**config.mk**
```make
export PLATFORM = sky130hd
export DESIGN_NAME = mem_port_arbiter_flat
export DESIGN_NICKNAME = d
export VERILOG_FILES = /design/src/rtl/mem_port_arbiter_pkg.sv /design/src/rtl/mem_port_arbiter_if.sv /design/src/rtl/mem_port_arbiter_select.sv /design/src/rtl/mem_port_arbiter.sv /design/src/flat_wrapper.sv
export SDC_FILE = /design/constraint.sdc
export NUM_CORES = 1
export LEC_CHECK = 0
export CAP_MARGIN = 10
export CELL_PAD_IN_SITES_DETAIL_PLACEMENT = 1
export CELL_PAD_IN_SITES_GLOBAL_PLACEMENT = 1
export CORE_ASPECT_RATIO = 1.75
export CORE_UTILIZATION = 30
export DETAILED_ROUTE_END_ITERATION = 10
export PLACE_DENSITY_LB_ADDON = 0.1
export SETUP_SLACK_MARGIN = 0.1
export SYNTH_ARGS = -nofsm -noshare
export SYNTH_HDL_FRONTEND = slang
export SYNTH_HIERARCHICAL = 1
export SYNTH_SLANG_ARGS = --single-unit
```
**constraint.sdc**
```tcl
create_clock -name clk -period 3.9 [get_ports clk]
set_input_delay 0.975 -clock clk [delete_from_list [all_inputs] [get_ports clk]]
set_output_delay 0.975 -clock clk [all_outputs]
set_load 0.005 [all_outputs]
```
**src/rtl/mem_port_arbiter_pkg.sv**
```systemverilog
// Shared types and constants for the CPU memory-port arbiter.
// Requester IDs double as bit positions in the one-hot grant vector.
package cpu_mem_pkg;

    localparam int DEF_ADDR_W = 11;
    localparam int DEF_DATA_W = 32;

    localparam int N_REQ  = 3;
    localparam int REQ_IF = 0;
    localparam int REQ_LD = 1;
    localparam int REQ_ST = 2;

    typedef enum logic [1:0] {
        IDLE   = 2'd0,
        ACCESS = 2'd1,
        WAIT   = 2'd2
    } arb_state_t;

    typedef logic [1:0] req_id_t;

    function automatic req_id_t grant_to_id(input logic [N_REQ-1:0] grant);
        if (grant[REQ_ST]) begin
            return req_id_t'(REQ_ST);
        end else if (grant[REQ_LD]) begin
            return req_id_t'(REQ_LD);
        end
        return req_id_t'(REQ_IF);
    endfunction

endpackage

```
**src/rtl/mem_port_arbiter_if.sv**
```systemverilog
// Bundle of requester handshakes and the shared SRAM port.
// slave is the arbiter's view; master is the CPU/memory side.
interface mem_port_arbiter_if
    import cpu_mem_pkg::*;
#(
    parameter int ADDR_W = DEF_ADDR_W,
    parameter int DATA_W = DEF_DATA_W
) ();

    logic              if_req;
    logic [ADDR_W-1:0] if_addr;
    logic              if_flush;
    logic              if_gnt;
    logic              if_rvalid;
    logic [DATA_W-1:0] if_rdata;

    logic              ld_req;
    logic [ADDR_W-1:0] ld_addr;
    logic              ld_gnt;
    logic              ld_rvalid;
    logic [DATA_W-1:0] ld_rdata;

    logic              st_req;
    logic [ADDR_W-1:0] st_addr;
    logic [DATA_W-1:0] st_wdata;
    logic              st_gnt;
    logic              st_done;

    logic              mem_en;
    logic              mem_we;
    logic [ADDR_W-1:0] mem_addr;
    logic [DATA_W-1:0] mem_wdata;
    logic [DATA_W-1:0] mem_rdata;

    modport slave (
        input  if_req, if_addr, if_flush,
        output if_gnt, if_rvalid, if_rdata,
        input  ld_req, ld_addr,
        output ld_gnt, ld_rvalid, ld_rdata,
        input  st_req, st_addr, st_wdata,
        output st_gnt, st_done,
        output mem_en, mem_we, mem_addr, mem_wdata,
        input  mem_rdata
    );

    modport master (
        output if_req, if_addr, if_flush,
        input  if_gnt, if_rvalid, if_rdata,
        output ld_req, ld_addr,
        input  ld_gnt, ld_rvalid, ld_rdata,
        output st_req, st_addr, st_wdata,
        input  st_gnt, st_done,
        input  mem_en, mem_we, mem_addr, mem_wdata,
        output mem_rdata
    );

endinterface

```
**src/rtl/mem_port_arbiter_select.sv**
```systemverilog
// Fixed-priority requester select (st > ld > if) with fetch starvation promotion.
// Grant is combinational and only meaningful while the arbiter is idle.
module mem_arb_select
    import cpu_mem_pkg::*;
#(
    parameter int STARVE_MAX = 4
) (
    input  logic             clk,
    input  logic             reset,
    input  logic             idle,
    input  logic             if_req,
    input  logic             if_flush,
    input  logic             ld_req,
    input  logic             st_req,
    output logic [N_REQ-1:0] grant
);

    localparam int CNT_W = $clog2(STARVE_MAX + 2);

    logic [CNT_W-1:0] starve_reg;
    logic [CNT_W-1:0] starve_next;
    logic             if_ok;
    logic             starved;

    always_comb begin
        grant   = '0;
        if_ok   = if_req && !if_flush;
        starved = (starve_reg == CNT_W'(STARVE_MAX));
        if (idle) begin
            // A flush-blocked fetch cannot use its promotion; ld/st arbitrate normally.
            if (if_ok && starved) begin
                grant[REQ_IF] = 1'b1;
            end else if (st_req) begin
                grant[REQ_ST] = 1'b1;
            end else if (ld_req) begin
                grant[REQ_LD] = 1'b1;
            end else if (if_ok) begin
                grant[REQ_IF] = 1'b1;
            end
        end
    end

    always_comb begin
        starve_next = starve_reg;
        if (idle) begin
            if (grant[REQ_IF]) begin
                starve_next = '0;
            end else if (if_req && !starved) begin
                starve_next = starve_reg + 1'b1;
            end
        end
    end

    always_ff @(posedge clk or posedge reset) begin
        if (reset) begin
            starve_reg <= '0;
        end else begin
            starve_reg <= starve_next;
        end
    end

endmodule

```
**src/rtl/mem_port_arbiter.sv**
```systemverilog
// Shares one single-port SRAM between fetch, load and store requesters:
// one access at a time, IDLE -> ACCESS (-> WAIT for reads) -> IDLE.
module mem_port_arbiter
    import cpu_mem_pkg::*;
#(
    parameter int ADDR_W     = DEF_ADDR_W,
    parameter int DATA_W     = DEF_DATA_W,
    parameter int RD_LAT     = 1,
    parameter int STARVE_MAX = 4
) (
    input  logic                clk,
    input  logic                reset,
    mem_port_arbiter_if.slave   bus
);

    arb_state_t        state_reg, state_next;
    req_id_t           owner_reg, owner_next;
    logic [ADDR_W-1:0] addr_reg, addr_next;
    logic [DATA_W-1:0] wdata_reg, wdata_next;
    logic [2:0]        wcnt_reg, wcnt_next;
    logic              kill_reg, kill_next;
    logic              if_rvalid_reg, if_rvalid_next;
    logic              ld_rvalid_reg, ld_rvalid_next;
    logic              st_done_reg, st_done_next;
    logic [DATA_W-1:0] if_rdata_reg, if_rdata_next;
    logic [DATA_W-1:0] ld_rdata_reg, ld_rdata_next;

    logic [N_REQ-1:0]  grant;
    logic              idle;
    logic              in_access;
    logic              owner_st;
    logic              wait_last;
    logic              flush_hit;

    // Grants are held off while reset is asserted so every output reads 0.
    assign idle      = (state_reg == IDLE) && !reset;
    assign in_access = (state_reg == ACCESS);
    assign owner_st  = (owner_reg == req_id_t'(REQ_ST));
    assign wait_last = (wcnt_reg == 3'(RD_LAT - 1));
    assign flush_hit = bus.if_flush && (state_reg != IDLE)
                       && (owner_reg == req_id_t'(REQ_IF));

    mem_arb_select #(
        .STARVE_MAX (STARVE_MAX)
    ) u_sel (
        .clk      (clk),
        .reset    (reset),
        .idle     (idle),
        .if_req   (bus.if_req),
        .if_flush (bus.if_flush),
        .ld_req   (bus.ld_req),
        .st_req   (bus.st_req),
        .grant    (grant)
    );

    always_comb begin
        state_next     = state_reg;
        owner_next     = owner_reg;
        addr_next      = addr_reg;
        wdata_next     = wdata_reg;
        wcnt_next      = wcnt_reg;
        kill_next      = kill_reg;
        if_rvalid_next = 1'b0;
        ld_rvalid_next = 1'b0;
        st_done_next   = 1'b0;
        if_rdata_next  = if_rdata_reg;
        ld_rdata_next  = ld_rdata_reg;

        case (state_reg)
            IDLE: begin
                kill_next = 1'b0;
                if (|grant) begin
                    state_next = ACCESS;
                    owner_next = grant_to_id(grant);
                    wcnt_next  = '0;
                    wdata_next = grant[REQ_ST] ? bus.st_wdata : '0;
                    if (grant[REQ_ST]) begin
                        addr_next = bus.st_addr;
                    end else if (grant[REQ_LD]) begin
                        addr_next = bus.ld_addr;
                    end else begin
                        addr_next = bus.if_addr;
                    end
                end
            end
            ACCESS: begin
                kill_next = kill_reg || flush_hit;
                if (owner_st) begin
                    state_next   = IDLE;
                    st_done_next = 1'b1;
                end else begin
                    state_next = WAIT;
                    wcnt_next  = '0;
                end
            end
            WAIT: begin
                kill_next = kill_reg || flush_hit;
                if (wait_last) begin
                    state_next = IDLE;
                    if (owner_reg == req_id_t'(REQ_LD)) begin
                        ld_rvalid_next = 1'b1;
                        ld_rdata_next  = bus.mem_rdata;
                    end else if (!kill_reg && !flush_hit) begin
                        // A flushed fetch leaves the previous fetch data in place.
                        if_rvalid_next = 1'b1;
                        if_rdata_next  = bus.mem_rdata;
                    end
                end else begin
                    wcnt_next = wcnt_reg + 3'd1;
                end
            end
            default: begin
                state_next = IDLE;
            end
        endcase
    end

    always_ff @(posedge clk or posedge reset) begin
        if (reset) begin
            state_reg     <= IDLE;
            owner_reg     <= '0;
            addr_reg      <= '0;
            wdata_reg     <= '0;
            wcnt_reg      <= '0;
            kill_reg      <= 1'b0;
            if_rvalid_reg <= 1'b0;
            ld_rvalid_reg <= 1'b0;
            st_done_reg   <= 1'b0;
            if_rdata_reg  <= '0;
            ld_rdata_reg  <= '0;
        end else begin
            state_reg     <= state_next;
            owner_reg     <= owner_next;
            addr_reg      <= addr_next;
            wdata_reg     <= wdata_next;
            wcnt_reg      <= wcnt_next;
            kill_reg      <= kill_next;
            if_rvalid_reg <= if_rvalid_next;
            ld_rvalid_reg <= ld_rvalid_next;
            st_done_reg   <= st_done_next;
            if_rdata_reg  <= if_rdata_next;
            ld_rdata_reg  <= ld_rdata_next;
        end
    end

    assign bus.if_gnt    = grant[REQ_IF];
    assign bus.ld_gnt    = grant[REQ_LD];
    assign bus.st_gnt    = grant[REQ_ST];
    assign bus.if_rvalid = if_rvalid_reg;
    assign bus.if_rdata  = if_rdata_reg;
    assign bus.ld_rvalid = ld_rvalid_reg;
    assign bus.ld_rdata  = ld_rdata_reg;
    assign bus.st_done   = st_done_reg;

    assign bus.mem_en    = in_access;
    assign bus.mem_we    = in_access && owner_st;
    assign bus.mem_addr  = in_access ? addr_reg : '0;
    assign bus.mem_wdata = (in_access && owner_st) ? wdata_reg : '0;

endmodule

```
**src/flat_wrapper.sv**
```systemverilog
// flat-port wrapper written by rule: the top's interface ports become plain ports
module mem_port_arbiter_flat import cpu_mem_pkg::*;
#(
    parameter int ADDR_W     = DEF_ADDR_W,
    parameter int DATA_W     = DEF_DATA_W,
    parameter int RD_LAT     = 1,
    parameter int STARVE_MAX = 4
)
  (clk, reset, bus_if_req, bus_if_addr, bus_if_flush, bus_if_gnt, bus_if_rvalid, bus_if_rdata, bus_ld_req, bus_ld_addr, bus_ld_gnt, bus_ld_rvalid, bus_ld_rdata, bus_st_req, bus_st_addr, bus_st_wdata, bus_st_gnt, bus_st_done, bus_mem_en, bus_mem_we, bus_mem_addr, bus_mem_wdata, bus_mem_rdata);
  mem_port_arbiter_if #(.ADDR_W(ADDR_W), .DATA_W(DATA_W)) bus_i ();
  input  logic clk;
  input  logic reset;
  input wire logic [$bits(bus_i.if_req)-1:0] bus_if_req;
  input wire logic [$bits(bus_i.if_addr)-1:0] bus_if_addr;
  input wire logic [$bits(bus_i.if_flush)-1:0] bus_if_flush;
  output wire logic [$bits(bus_i.if_gnt)-1:0] bus_if_gnt;
  output wire logic [$bits(bus_i.if_rvalid)-1:0] bus_if_rvalid;
  output wire logic [$bits(bus_i.if_rdata)-1:0] bus_if_rdata;
  input wire logic [$bits(bus_i.ld_req)-1:0] bus_ld_req;
  input wire logic [$bits(bus_i.ld_addr)-1:0] bus_ld_addr;
  output wire logic [$bits(bus_i.ld_gnt)-1:0] bus_ld_gnt;
  output wire logic [$bits(bus_i.ld_rvalid)-1:0] bus_ld_rvalid;
  output wire logic [$bits(bus_i.ld_rdata)-1:0] bus_ld_rdata;
  input wire logic [$bits(bus_i.st_req)-1:0] bus_st_req;
  input wire logic [$bits(bus_i.st_addr)-1:0] bus_st_addr;
  input wire logic [$bits(bus_i.st_wdata)-1:0] bus_st_wdata;
  output wire logic [$bits(bus_i.st_gnt)-1:0] bus_st_gnt;
  output wire logic [$bits(bus_i.st_done)-1:0] bus_st_done;
  output wire logic [$bits(bus_i.mem_en)-1:0] bus_mem_en;
  output wire logic [$bits(bus_i.mem_we)-1:0] bus_mem_we;
  output wire logic [$bits(bus_i.mem_addr)-1:0] bus_mem_addr;
  output wire logic [$bits(bus_i.mem_wdata)-1:0] bus_mem_wdata;
  input wire logic [$bits(bus_i.mem_rdata)-1:0] bus_mem_rdata;
  assign bus_i.if_req = bus_if_req;
  assign bus_i.if_addr = bus_if_addr;
  assign bus_i.if_flush = bus_if_flush;
  assign bus_if_gnt = bus_i.if_gnt;
  assign bus_if_rvalid = bus_i.if_rvalid;
  assign bus_if_rdata = bus_i.if_rdata;
  assign bus_i.ld_req = bus_ld_req;
  assign bus_i.ld_addr = bus_ld_addr;
  assign bus_ld_gnt = bus_i.ld_gnt;
  assign bus_ld_rvalid = bus_i.ld_rvalid;
  assign bus_ld_rdata = bus_i.ld_rdata;
  assign bus_i.st_req = bus_st_req;
  assign bus_i.st_addr = bus_st_addr;
  assign bus_i.st_wdata = bus_st_wdata;
  assign bus_st_gnt = bus_i.st_gnt;
  assign bus_st_done = bus_i.st_done;
  assign bus_mem_en = bus_i.mem_en;
  assign bus_mem_we = bus_i.mem_we;
  assign bus_mem_addr = bus_i.mem_addr;
  assign bus_mem_wdata = bus_i.mem_wdata;
  assign bus_i.mem_rdata = bus_mem_rdata;
  mem_port_arbiter #(.ADDR_W(ADDR_W), .DATA_W(DATA_W), .RD_LAT(RD_LAT), .STARVE_MAX(STARVE_MAX)) u_core (.clk(clk), .reset(reset), .bus(bus_i));
endmodule
```
Word level (Yosys, flattened, before mapping)
Cells that the tools add are included.
{ "classes": {"n_reduce_logical": 29, "eq_ne": 9, "n_bitwise": 1, "add_sub_neg": 2, "n_mux": 40} }
{ "op_table": {"columns": ["operator", "n"], "rows": [
  ["2-to-1 mux 32 bit", 2],
  ["2-to-1 mux 11 bit", 3],
  ["2-to-1 mux 1 bit", 18],
  ["2-to-1 mux 3 bit", 6],
  ["2-to-1 mux 2 bit", 8],
  ["case mux 3 bit (3 select lines)", 1],
  ["logical AND 1 bit", 8],
  ["AND reduction 4 bit", 2],
  ["adder 3 x 1 -> 3 bit (second input constant)", 2],
  ["inequality test 2 bit (second input constant)", 3],
  ["case mux 2 bit (3 select lines)", 1],
  ["AND reduction 2 bit", 3],
  ["nonzero test 2 bit", 3],
  ["logical NOT 1 bit", 5],
  ["== test 2 x 1 -> 1 bit (second input constant)", 2],
  ["== test 2 bit (second input constant)", 2],
  ["logical NOT 2 bit", 2],
  ["== test 3 bit (second input constant)", 1],
  ["logical NOT 3 bit", 1],
  ["AND reduction 3 bit", 1],
  ["nonzero test 3 bit", 1],
  ["OR reduction 3 bit", 1],
  ["inequality test 2 x 1 -> 1 bit (second input constant)", 1],
  ["case mux 1 bit (2 select lines)", 1],
  ["other kinds (3)", 3]
]} }
{ "word_totals": {"regBits": 121, "inputBits": 103, "output_inout_bits": 115, "word_cells": 93} }

Longest topological paths before layout
{ "depth": {"depth_word": 12, "ltp_mapped": 12, "ltp_nobuf": 9} }

Cells and area by module
Netlist, hierarchy kept.
{ "modules_own_cells": {"columns": ["module", "cells_each", "seq_area_each_um2", "instances", "area_per_inst_um2"], "rows": [
  ["mem_port_arbiter", 451, 2952.8, 1, 5232.5],
  ["mem_arb_select", 25, 75.1, 1, 225.2]
]} }

Worst setup path after synthesis
Ideal clock, no wire load.
{ "synth_timing": {"kind": "input -> register", "start": "in reset", "end": "reg u_core.addr_reg[0]", "path_buffers": 2, "setup_time_ns": 0.135, "setup_slack_ns": 1.199, "stages": 9, "arrival_time_ns": 2.566, "required_ns": 3.765, "path_cell_list": "nor2b_1 o21ai_0 nor3b_1 clkbuf_1 buf_2 mux2i_1 nor2_1 a21oi_1 o21ai_0"} }
{ "synth_via": {"elab_chain_len": 5, "elab_cells_between_ends": 7, "classes_between": "mux: 3; reduce/logical: 4"} }
{ "synth_rtl": {"columns": ["element", "line", "rtl"], "rows": [
  ["start: declaration", "flat_wrapper.sv:12", "input logic reset;"],
  ["logical NOT 1 bit *", "mem_port_arbiter.sv:36", "assign idle = (state_reg == IDLE) && !reset;"],
  ["logical AND 1 bit *", "mem_port_arbiter.sv:36", null],
  ["2-to-1 mux 3 bit *", "mem_port_arbiter_select.sv:29", "if (idle) begin"],
  ["net bus_ld_gnt", "flat_wrapper.sv:21", "output wire logic [$bits(bus_i.ld_gnt)-1:0] bus_ld_gnt;"],
  ["OR reduction 3 bit / 2-to-1 mux 11 bit (equally long branches)", "mem_port_arbiter.sv:72, mem_port_arbiter.sv:79", null],
  ["AND reduction 2 bit (no line) / 2-to-1 mux 11 bit (equally long branches)", null, null],
  ["end signal: assignment", "mem_port_arbiter.sv:134", "addr_reg <= addr_next;"],
  ["end: declaration", "mem_port_arbiter.sv:18", "logic [ADDR_W-1:0] addr_reg, addr_next;"]
]} }
The timed path passes the listed nets; every way through them passes the cells marked *.
A chain may end at the register's enable or synchronous reset.

Final worst setup path
{ "layout_timing": {"start": "in reset", "end": "out bus_ld_gnt"} }
{ "layout_via": {"elab_chain_len": 3} }
{ "layout_rtl": {"columns": ["element", "line", "rtl"], "rows": [
  ["logical NOT 1 bit", "mem_port_arbiter.sv:36", null],
  ["logical AND 1 bit", "mem_port_arbiter.sv:36", null],
  ["net u_core.idle", "mem_port_arbiter.sv:29", "logic idle;"],
  ["2-to-1 mux 3 bit", "mem_port_arbiter_select.sv:29", null],
  ["end: declaration", "flat_wrapper.sv:21", null]
]} }
The timed path passes the listed nets, and every way through them passes these cells.

==> results.ini <==
[min_path]
min_from=u_core/wdata_reg[27]
min_path_cells=2
hp-class=reg -> reg
hold_path_end=u_core/wdata_reg[27]

[final_layout]
synthToLayoutAreaGrowth_pct=56.7
layout_commonest_cell=clkdlybuf4s50_1
antenna_cells=0
final_cell_mix=217 x clkdlybuf4s50_1, 121 x dfrtp_1, 80 x nand2_1
fin_nets=807
final_area_um2=8550
drive_above_1_share_pct=17.4
fill_cells=1899
utilization_pct=48.6

[critical_path]
crit_path_start_kind=input pin
path_max_fanout=5
rr_startpoint=u_core/state_reg[0]
worst_r2r_endpoint=u_core/bus.if_rdata[12]
crit_type=in -> out
crit_chain=clkdlybuf4s50_1 > nor2b_2 > o21ai_1 > nor3b_2 > clkdlybuf4s50_1
cp.required_ps=2920
slowest_stage=clkdlybuf4s50_1
critical_path.max_stage_delay_ps=530
worstPathArrival_ps=2680
end_kind=primary output
rr_worst_depth=7
ff2ff_setup_slack_ps=970
cpMostUsedCell=clkdlybuf4s50_1

[sta]
maxSlewViolCount=0
rsz0062_at_grt=no
worst_pin_slew_ps=1100
relSlewSlack_pct=26.6
setup_tns_ps=0
clock_skew_ps=6.97
timing.fmax_mhz=274
fin_crit_sh_pct=93.6
layout_min_cycle_time_ps=3650
setup_violations=0
hold_violations=0

[clock_tree]
htree_num_levels=4
cts_setup_buffers=0
insertion_delay_ps=420
tritoncts=done
cts_hold_buf=0
cts_buffers=17
clk_path_buf_depth=2
path_clk_slew_ps=50
root_buffer=clkbuf_16
post_cts_resized=1
cts.sinks=121

[floorplan]
initial_core_util_pct=31.0
core_um2=17600
ios=218
die_height_um=180
dieArea_um2=18800
rows=64
die_x_um=104

[power_and_ir_drop]
p_switching_mw=1.77
swShare_pct=29.1
internal_power_mw=4.32
power.leakage_nw=3.82
p_clk_share_pct=26.8
pwr-share-seq_pct=35.6
total_power_mw=6.08
power_frac_comb_pct=37.6
max-vdd-ir-drop_uv=299
p_per_area_nw_per_um2=711

[routing]
avgRoutedWirePerCell_um=17.0
drt_wl_total_um=15900
ant_nets=0
viasPerCell=4.58
drc=0
vias=4303
first_pass_iters=4
drt_iter0_markers=131

[logic_synthesis]
ys_types=40
avgSynthCellArea_um2=11.5
synth_warnings=6
synth_ff_type=dfrtp_1
mappedNetlistArea_um2=5460
postSynthCellCount=476
synth-edff-count=0
synth_seq_area_share_pct=55.5
syn_nets=588
async_flop_share_pct=100
synth_seq_cells=121

[run_status]
status=complete, no violations

[place]
gp_congestion=0.798
place_area_um2=7930
numPortBuffers=217
place_hpwl_um=11300

[flow_run]
cap_viol_max_count=0

[global_routing]
grt_pass1_vias=4727
grt_pass1_wl_um=25900
antenna_found_initial=0
grt_max_degree=59
track_usage_pct=18.0
grt-ovfl-total=0

routing by layer:
layer  wire, µm  global-route usage, %  vias to the layer above
met1       6060                   18.9                     2096
met2       8720                   32.5                      161
met3        961                   6.40                       15
li1           -                      -                     2031
met4        196                   6.80                        0
met5          0                      0                        -
metrics by stage:
step	hold WS (ps)	std cells	setup slack (ps)
2_1_floorplan	430	476	1200
3_3_place_gp	443	907	192
3_5_place_dp	449	907	61.4
4_1_cts	461	939	166
5_1_grt	473	939	141
6_report	454	939	250
critical path: cells and delay by family:
family	cells	cell delay, ps
AO/OA/AOI/OAI	1	180
buffers and inverters	2	1030
AND/OR/NAND/NOR	2	490
synthesized netlist by cell type (2+ instances only):
cell       instances  area, µm²
dfrtp_1          121       3030
nand2_1           80        300
and2_1            43        269
mux2_2            36        405
nand3_1           32        160
mux2_4            29        435
clkbuf_1          17       63.8
a21oi_1           14       70.1
inv_1             13       48.8
nor2_1            13       48.8
o21ai_0           13       65.1
mux2i_1           12        120
ha_1               9        113
buf_2              8       40.0
buf_6              4       45.0
a31o_2             2       17.5
a31oi_1            2       12.5
nand2b_1           2       12.5
nor3_2             2       20.0
nor3b_1            2       15.0
o22ai_1            2       12.5
o2bb2ai_1          2       17.5
power groups by stage:
stage | clock network (mW) | registers (mW) | logic [mW]
2_1_floorplan | 0 | 2.15 | 1.09
3_3_place_gp | 0 | 2.14 | 2.25
3_5_place_dp | 0 | 2.18 | 2.33
4_1_cts | 1.68 | 2.17 | 2.34
5_1_grt | 1.73 | 2.25 | 2.51
6_report | 1.63 | 2.16 | 2.29
how the worst max path moves through the flow:
stage | slack, ps | endpoint | cells after the start | from
after floorplan | 1200 | u_core/addr_reg[0] | 9 | reset
after global placement | 190 | bus_ld_gnt | 5 | reset
after detailed placement | 60 | bus_ld_gnt | 5 | reset
after CTS | 170 | bus_ld_gnt | 5 | reset
after global routing | 140 | bus_ld_gnt | 5 | reset
final | 250 | bus_ld_gnt | 5 | reset
cells by family after synthesis:
group,count (synthesis),share of synthesized area (%)
compound gates,42,4.70
mux,77,17.6
flops,121,55.5
simple gates,183,16.4
fa+ha+maj,9,2.06
buf+inv,44,3.78
area by class of cell:
cell class              count  area, µm²  share of cell area (%)
clock buffers              21        480                    5.62
clock inverters            11        144                    1.68
inverters                  14       57.6                   0.673
multi-input cells         311       2260                    26.4
flip-flops and latches    121       3030                    35.4
well taps                 231        289                    3.38
repair buffers            230       2290                    26.8
Power figures use the tool's default switching activity.
